===== config.mk =====
export PLATFORM = sky130hd
export DESIGN_NAME = vga_timing
export DESIGN_NICKNAME = d
export VERILOG_FILES = /design/src/rtl/vga_pkg.sv /design/src/rtl/sync_counter.sv /design/src/rtl/vga_timing.sv
export SDC_FILE = /design/constraint.sdc
export NUM_CORES = 1
export LEC_CHECK = 0
export ABC_CLOCK_PERIOD_IN_PS = 4300
export CAP_MARGIN = 20
export CORE_MARGIN = 5
export CORE_UTILIZATION = 50
export DETAILED_ROUTE_END_ITERATION = 10
export PLACE_DENSITY = 0.81
export SLEW_MARGIN = 20
export SYNTH_ARGS = -nofsm -noshare
export SYNTH_HDL_FRONTEND = slang
export SYNTH_SLANG_ARGS = --single-unit

===== constraint.sdc =====
create_clock -name clk -period 4.3 [get_ports clk]
set_input_delay 0.86 -clock clk [delete_from_list [all_inputs] [get_ports clk]]
set_output_delay 0.86 -clock clk [all_outputs]
set_load 0.02 [all_outputs]

===== src/rtl/vga_pkg.sv =====
// Shared VGA raster constants and payload types for the brick game video path.
// Holds the 640x480@60 timing, counter/colour widths and the registered
// pixel-stage payload.
package vga_pkg;

    localparam int unsigned COLOR_W = 5;
    localparam int unsigned POS_W   = 11;

    localparam int unsigned H_VISIBLE = 640;
    localparam int unsigned H_FRONT   = 16;
    localparam int unsigned H_SYNC    = 96;
    localparam int unsigned H_BACK    = 48;

    localparam int unsigned V_VISIBLE = 480;
    localparam int unsigned V_FRONT   = 10;
    localparam int unsigned V_SYNC    = 2;
    localparam int unsigned V_BACK    = 33;

    // Line/frame length is the sum of the four segments; must fit in POS_W bits.
    function automatic int unsigned total_of(input int unsigned vis, input int unsigned front,
                                             input int unsigned sync, input int unsigned back);
        return vis + front + sync + back;
    endfunction

    localparam int unsigned H_TOTAL = total_of(H_VISIBLE, H_FRONT, H_SYNC, H_BACK);
    localparam int unsigned V_TOTAL = total_of(V_VISIBLE, V_FRONT, V_SYNC, V_BACK);

    // Palette index 0 is black; used for blanking.
    localparam logic [COLOR_W-1:0] COLOR_BLACK = '0;

    // Registered pixel-stage payload: sync levels and blanked colour.
    typedef struct packed {
        logic               hsync;
        logic               vsync;
        logic [COLOR_W-1:0] couleur;
    } pix_out_t;

endpackage


===== src/rtl/sync_counter.sv =====
// Wrapping raster counter with raw sync decode; used for both axes.
// Ports: clk, reset (sync, active-high), enable (advance one step),
//        count (counter register), wrap (count is at TOTAL-1),
//        sync_raw (SYNC_POL while count is inside the sync window).
module sync_counter
    import vga_pkg::*;
#(
    parameter int unsigned TOTAL      = 800,
    parameter int unsigned SYNC_START = 656,
    parameter int unsigned SYNC_LEN   = 96,
    parameter bit          SYNC_POL   = 1'b0
) (
    input  logic             clk,
    input  logic             reset,
    input  logic             enable,
    output logic [POS_W-1:0] count,
    output logic             wrap,
    output logic             sync_raw
);

    localparam logic [POS_W-1:0] LAST       = POS_W'(TOTAL - 1);
    localparam logic [POS_W-1:0] SYNC_FIRST = POS_W'(SYNC_START);
    localparam logic [POS_W-1:0] SYNC_LAST  = POS_W'(SYNC_START + SYNC_LEN - 1);

    logic [POS_W-1:0] count_q;
    logic [POS_W-1:0] count_d;

    // Next count: hold, increment, or wrap to zero at the terminal value.
    always_comb begin
        count_d = count_q;
        if (enable) begin
            count_d = (count_q == LAST) ? '0 : count_q + POS_W'(1);
        end
    end

    always_ff @(posedge clk) begin
        if (reset) begin
            count_q <= '0;
        end else begin
            count_q <= count_d;
        end
    end

    assign count    = count_q;
    assign wrap     = (count_q == LAST);
    assign sync_raw = ((count_q >= SYNC_FIRST) && (count_q <= SYNC_LAST)) ? SYNC_POL : ~SYNC_POL;

endmodule


===== src/rtl/vga_timing.sv =====
// VGA raster generator: horizontal/vertical counters, blanked colour and sync
// output registers, and line/frame strobes for game logic.
// Ports: clk, reset (sync, active-high), pix_ce (pixel enable), couleur (palette
//        index for current hpos/vpos) -> hpos, vpos, visible (combinational),
//        hsync, vsync, couleur_out, line_start, frame_start (registered).
module vga_timing
    import vga_pkg::*;
#(
    parameter int unsigned H_VISIBLE = vga_pkg::H_VISIBLE,
    parameter int unsigned H_FRONT   = vga_pkg::H_FRONT,
    parameter int unsigned H_SYNC    = vga_pkg::H_SYNC,
    parameter int unsigned H_BACK    = vga_pkg::H_BACK,
    parameter int unsigned V_VISIBLE = vga_pkg::V_VISIBLE,
    parameter int unsigned V_FRONT   = vga_pkg::V_FRONT,
    parameter int unsigned V_SYNC    = vga_pkg::V_SYNC,
    parameter int unsigned V_BACK    = vga_pkg::V_BACK,
    parameter bit          SYNC_POL  = 1'b0
) (
    input  logic               clk,
    input  logic               reset,
    input  logic               pix_ce,
    input  logic [COLOR_W-1:0] couleur,
    output logic [POS_W-1:0]   hpos,
    output logic [POS_W-1:0]   vpos,
    output logic               visible,
    output logic               hsync,
    output logic               vsync,
    output logic [COLOR_W-1:0] couleur_out,
    output logic               line_start,
    output logic               frame_start
);

    localparam int unsigned H_TOT = total_of(H_VISIBLE, H_FRONT, H_SYNC, H_BACK);
    localparam int unsigned V_TOT = total_of(V_VISIBLE, V_FRONT, V_SYNC, V_BACK);

    localparam logic [POS_W-1:0] H_VIS = POS_W'(H_VISIBLE);
    localparam logic [POS_W-1:0] V_VIS = POS_W'(V_VISIBLE);

    localparam pix_out_t PIX_IDLE = '{hsync: ~SYNC_POL, vsync: ~SYNC_POL, couleur: COLOR_BLACK};

    logic h_wrap;
    logic v_wrap;
    logic hsync_raw;
    logic vsync_raw;
    logic v_enable;

    pix_out_t pix_q;
    pix_out_t pix_d;
    logic     line_start_q;
    logic     line_start_d;
    logic     frame_start_q;
    logic     frame_start_d;

    assign v_enable = pix_ce & h_wrap;

    sync_counter #(
        .TOTAL      (H_TOT),
        .SYNC_START (H_VISIBLE + H_FRONT),
        .SYNC_LEN   (H_SYNC),
        .SYNC_POL   (SYNC_POL)
    ) u_hcnt (
        .clk      (clk),
        .reset    (reset),
        .enable   (pix_ce),
        .count    (hpos),
        .wrap     (h_wrap),
        .sync_raw (hsync_raw)
    );

    sync_counter #(
        .TOTAL      (V_TOT),
        .SYNC_START (V_VISIBLE + V_FRONT),
        .SYNC_LEN   (V_SYNC),
        .SYNC_POL   (SYNC_POL)
    ) u_vcnt (
        .clk      (clk),
        .reset    (reset),
        .enable   (v_enable),
        .count    (vpos),
        .wrap     (v_wrap),
        .sync_raw (vsync_raw)
    );

    assign visible = (hpos < H_VIS) && (vpos < V_VIS);

    // Pixel stage samples the pre-increment counters; strobes are single-clk.
    always_comb begin
        pix_d         = pix_q;
        line_start_d  = 1'b0;
        frame_start_d = 1'b0;
        if (pix_ce) begin
            pix_d.couleur = visible ? couleur : COLOR_BLACK;
            pix_d.hsync   = hsync_raw;
            pix_d.vsync   = vsync_raw;
            line_start_d  = h_wrap;
            frame_start_d = h_wrap & v_wrap;
        end
    end

    always_ff @(posedge clk) begin
        if (reset) begin
            pix_q         <= PIX_IDLE;
            line_start_q  <= 1'b0;
            frame_start_q <= 1'b0;
        end else begin
            pix_q         <= pix_d;
            line_start_q  <= line_start_d;
            frame_start_q <= frame_start_d;
        end
    end

    assign hsync       = pix_q.hsync;
    assign vsync       = pix_q.vsync;
    assign couleur_out = pix_q.couleur;
    assign line_start  = line_start_q;
    assign frame_start = frame_start_q;

endmodule


==> flow_summary.toml, run 1 <==
[detailed_routing]
drt_wl_total_mm = 3.61
post_drt_wl_per_cell_um = 15.1
drt_iter0_drc = 134
first_pass_iters = 4
vias_per_cell = 5.94
ant_nets = 0
vias = 1419
drc = 0

[yosys]
synth_cells = 170
synth_xor_area_share_pct = 7.25
synth_top_area_share_pct = 42.8
synth-simple-area-share_pct = 30.3
synth-seq-cells = 31
ys_seq_area_share_pct = 42.8
synth_top_family_by_area = "simple AND/OR/NAND/NOR gates"
syn-cell-area_mm2 = 0.00145
synth-edff-count = 0
synth_compound_gate_area_share_pct = 12.0
ys_top_cells_by_area = "dfxtp_1, xnor2_1, nand3_1"
yosys_warnings = 0
netlist.top_cell.by_area = "dfxtp_1"
yosys_most_used_dff = "dfxtp_1"
ys_types = 33
synth_fa_ha_area_share_pct = 2.59
synthArstFlopShare_pct = 0
synthMuxAreaShare_pct = 0.690
syn_nets = 181
syn_avg_cell_area_um2 = 8.53

[global_routing]
overflow = 0
grt_max_degree = 21
grt_first_pass_wirelength_mm = 6.22
antenna_found_initial = 0
grt_pass1_vias = 1307
track_usage_pct = 18.9

[layout]
finalNonFillerCells = 239
final_cell_mix = "clkdlybuf4s50_1, dfxtp_1, nor2_1, nand3_1, a21oi_1"
area_growth_syn_to_layout_pct = 31.1
utilization_pct = 69.0
fillers = 224
drive_gt1_share_pct = 7.21
fin_nets = 219
final_common_cell = "clkdlybuf4s50_1"
fin_area_mm2 = 0.00190
diodes = 0

[sta]
slew_headroom_pct = 58.3
worst_pin_slew_ns = 0.624
rsz0062_at_grt = "false"
setup_tns_ns = 0
fmax_ghz = 0.340
setup_viol = 0
timing.final.crit_share_pct = 68.5
finalCriticalPeriod_ns = 2.95
fin_skew_ns = 0.00827
slew_violations = 0
finalHoldViolations = 0

[flow_run]
maxCapViolations = 0

[clock_network]
cts_tree = "built"
postCtsSetupBuffers = 0
clock-sinks = 31
cts_root_buf = "clkbuf_4"
cts_buffers = 5
hold_buffers = 0
path_clk_slew_ns = 0.09
cts_buffer_depth = 2
htree_levels = 2
clk_latency_ns = 0.34
post_cts_resized = 0

[power]
comb_power_share_pct = 7.6
leakage_uw = 0.000616
ir_worst_vdd_mv = 0.238
total_power_uw = 510
powerDensity_mw_per_mm2 = 268
pwr-share-seq_pct = 58.1
swShare_pct = 24.2
intPower_uw = 386
power_frac_clock_pct = 34.3
p_sw_uw = 123

[critical_path]
cp_slowest_cell = "or3_2"
critical_path_class = "input port to flop"
crit_required_ns = 4.51
crit_family = "simple AND/OR/NAND/NOR gates"
path_max_fanout = 20
crit_arrival_ns = 3.15
end_kind = "flop"
start_kind = "input port"
cp_num_buf_inv = 2
slowest_delay_ns = 0.64
path_cells = "clkdlybuf4s50_1, buf_4, nand4_1, or3_2, o21bai_1, nor2_1"

[placement]
port_buffers = 39
gp_congestion = 0.824
dpl.hpwl_mm = 2.63
dp_cells = 232
dpl_cell_area_mm2 = 0.00185

[floorplan]
io_pins = 40
coreArea_mm2 = 0.00276
die_w_um = 63.9
die_h_um = 63.9
die_area_mm2 = 0.00408
rows = 19
floorplan.initialDensity_pct = 52.6

[outcome]
status = "finished, final reports clean"

[worst_hold_path]
hold_class = "flop to flop"
## through the flow
stage          hold slack [ns]  setup WS, ns
2_1_floorplan            0.544          1.83
3_3_place_gp             0.455          1.11
3_5_place_dp             0.462          1.01
4_1_cts                  0.475          1.37
5_1_grt                  0.503          1.19
6_report                 0.473          1.35
## worst register-to-register path, stage by stage, from the launching register on
cell,delay (ns)
dfxtp_1,0.41
or4_4,0.60
or3_2,0.57
o21bai_1,0.55
nor2_1,0.10
## layout make-up
class / instances / area (um2) / area share (%)
flip-flops and latches: 31 / 621 / 32.6
clock inverters: 1 / 5.00 / 0.263
clock buffers: 6 / 51.3 / 2.70
multi-input cells: 124 / 766 / 40.3
well taps: 31 / 38.8 / 2.04
repair buffers: 40 / 398 / 20.9
inverters: 6 / 22.5 / 1.18
## cells by family (layout without fill, tap and decap cells)
kind of cell             count (synthesis)  in the layout
XOR/XNOR                                12             12
flip-flops                              31             31
AO/OA/AOI/OAI                           28             28
buffers and inverters                   15             53
AND/OR/NAND/NOR                         80             80
multiplexers                             1              1
adder cells (fa/ha/maj)                  3              3
## sequential cells by signal, indices dropped and copies added, names as in the netlist
signal,flops
couleur_out,5
frame_start,1
hsync,1
line_start,1
u_hcnt.count,11
u_vcnt.count,11
vsync,1
## path summary, 6_finish.rpt
kind | slack [ns] | start | cells after the start | to
worst max-delay path | 1.35 | pix_ce | 6 | u_vcnt.count[2]$_SDFFE_PP0P_
worst min-delay path | 0.47 | couleur_out[0]$_SDFFE_PP0P_ | 2 | couleur_out[0]$_SDFFE_PP0P_
worst max register to register | 1.93 | u_hcnt.count[5]$_SDFFE_PP0P_ | 4 | u_vcnt.count[2]$_SDFFE_PP0P_
worst min register to register | 0.47 | couleur_out[0]$_SDFFE_PP0P_ | 2 | couleur_out[0]$_SDFFE_PP0P_
## layer usage
metal	part of all wire [%]	vias to the layer above	wire [um]	GRT usage, %
met3	7.5	8	272	5.78
met4	1.7	0	63	10.1
met2	49	61	1760	28.5
li1	-	685	-	-
met5	0	-	0	0
met1	42	665	1510	24.1
## cells in the mapped netlist, types with 2 or more instances
library cell / count
a21oi_1: 12
a41oi_1: 2
clkbuf_1: 8
dfxtp_1: 31
ha_1: 3
inv_1: 6
nand2_1: 10
nand2b_1: 6
nand3_1: 13
nand4_1: 6
nor2_1: 17
nor3_1: 7
nor4_1: 3
o21ai_0: 4
o21bai_1: 2
o31ai_1: 4
or3_1: 3
or3_2: 2
or4_1: 5
or4_4: 3
xnor2_1: 9
xor2_1: 3
## power by group through the flow
| stage | logic (uW) | clock network [uW] | registers (uW) |
|---|---|---|---|
| floorplan | 13.9 | 0 | 308 |
| global placement | 37.8 | 0 | 303 |
| detailed placement | 39.0 | 0 | 303 |
| CTS | 39.1 | 176 | 296 |
| global route | 42.3 | 192 | 297 |
| finish | 38.7 | 175 | 296 |
(Power assumes the default switching activity.)
==> run 2, diff against run 1 <==
ABC_CLOCK_PERIOD_IN_PS = 2700   (was 4300)
CORE_UTILIZATION = 42   (was 50)
PLACE_DENSITY = 0.72   (was 0.81)
clock period = 2.7 ns   (was 4.3 ns; I/O delays follow)
==> run 2 against run 1 <==
Against the previous run: via count down 0.85%; non-clock buffer count is 2 higher; worst setup slack got worse by 1.0 ns; largest cell class unchanged.
==> flow_summary.toml, run 2 (synthesis results as in run 1) <==
[outcome]
status = "finished, final reports clean"

[sta]
setup_tns_ns = 0
slew_violations = 0
finalCriticalPeriod_ns = 2.36
timing.final.crit_share_pct = 87.6
finalHoldViolations = 0
rsz0062_at_grt = "false"
fin_skew_ns = 0.00383
fmax_ghz = 0.423
setup_viol = 0
slew_headroom_pct = 65.4
whs_ns = 0.476
worst_pin_slew_ns = 0.517

[clock_network]
post_cts_resized = 0
clock-sinks = 31
postCtsSetupBuffers = 0
cts_root_buf = "clkbuf_4"
hold_buffers = 0
clk_latency_ns = 0.32
cts_buffer_depth = 2
cts_buffers = 5
cts_tree = "built"
path_clk_slew_ns = 0.09
htree_levels = 2

[detailed_routing]
drc = 0
first_pass_iters = 4
drt_wl_total_mm = 3.55
drt_iter0_drc = 56
post_drt_wl_per_cell_um = 13.9
vias = 1407
ant_nets = 0
vias_per_cell = 5.50

[critical_path]
crit_arrival_ns = 1.82
reg2reg_depth = 4
end_kind = "output pin"
start_kind = "flop"
crit_required_ns = 2.16
path_max_fanout = 6
critical_path_class = "flop to output pin"

[layout]
final_common_cell = "clkdlybuf4s50_1"
drive_gt1_share_pct = 8.10
fillers = 324
area_growth_syn_to_layout_pct = 33.5
final_cell_mix = "clkdlybuf4s50_1, dfxtp_1, nor2_1, nand3_1, a21oi_1"
fin_nets = 221
seqCellArea_um2 = 621
utilization_pct = 58.0
multi_input_area_um2 = 766
diodes = 0

[placement]
port_buffers = 39
gp_congestion = 0.859
dpl.hpwl_mm = 2.60

[floorplan]
die_w_um = 68.8
io_pins = 40
die_h_um = 68.8
rows = 21
coreArea_mm2 = 0.00334
die_area_mm2 = 0.00473
floorplan.initialDensity_pct = 43.5

[global_routing]
grt_first_pass_wirelength_mm = 6.02
grt_max_degree = 20
antenna_found_initial = 0
track_usage_pct = 16.7
overflow = 0
grt_pass1_vias = 1320

[worst_hold_path]
hold_class = "flop to flop"
whs_path_depth = 2

[power]
powerDensity_mw_per_mm2 = 414
ir_worst_vdd_mv = 0.268
leakage_uw = 0.000625
power_frac_clock_pct = 33.2
pwr-share-seq_pct = 59.0
p_sw_uw = 184
intPower_uw = 616
swShare_pct = 23.0
comb_power_share_pct = 7.8

[flow_run]
maxCapViolations = 0
[run 2: cell types whose count changed in the layout (fill, tap and decap cells not counted), sizes merged]
cell,delta
buf,+2
[run 2: per-layer routing]
metal	vias up	track usage (%)	routed length, um	part of all wire [%]
li1	693	-	-	-
met1	672	21.1	1620	46
met2	40	26.7	1690	48
met3	2	5.67	211	6.0
met4	0	5.60	15	0.42
met5	-	0	0	0
[run 2: layout make-up]
| class | count | share of cell area (%) |
|---|---|---|
| Clock buffer | 6 | 2.65 |
| Clock inverter | 1 | 0.259 |
| Inverter | 6 | 1.16 |
| Multi-Input combinational cell | 124 | 39.6 |
| Sequential cell | 31 | 32.1 |
| Tap cell | 46 | 2.97 |
| Timing Repair Buffer | 42 | 21.3 |
[run 2: metrics by stage]
stage	total power, uW	instances	cell area, um2	setup WS (ns)
floorplan	512	170	1450	0.339
global placement	544	249	1880	0.264
detailed placement	545	249	1880	0.243
CTS	811	256	1940	0.299
global route	844	256	1940	0.131
finish	801	256	1940	0.336
[run 2: worst paths after layout]
path,from,endpoint,slack (ns)
setup reg to reg,u_hcnt.count[5]$_SDFFE_PP0P_,u_vcnt.count[10]$_SDFFE_PP0P_,0.38
hold / removal,couleur_out[1]$_SDFFE_PP0P_,couleur_out[1]$_SDFFE_PP0P_,0.48
setup / recovery,u_hcnt.count[7]$_SDFFE_PP0P_,visible,0.34
hold reg to reg,couleur_out[1]$_SDFFE_PP0P_,couleur_out[1]$_SDFFE_PP0P_,0.48
[run 2: power groups by stage]
stage               Sequential (uW)  Combinational (uW)  Clock, uW
floorplan                       490                22.2          0
global placement                482                61.7          0
detailed placement              483                62.9          0
CTS                             472                63.2        276
global route                    474                68.1        302
finish                          472                62.5        266
[run 2: critical path, stage by stage, from the launching register on]
cell	delay (ns)
dfxtp_1	0.38
o21ai_0	0.18
and3_1	0.30
clkdlybuf4s50_1	0.65
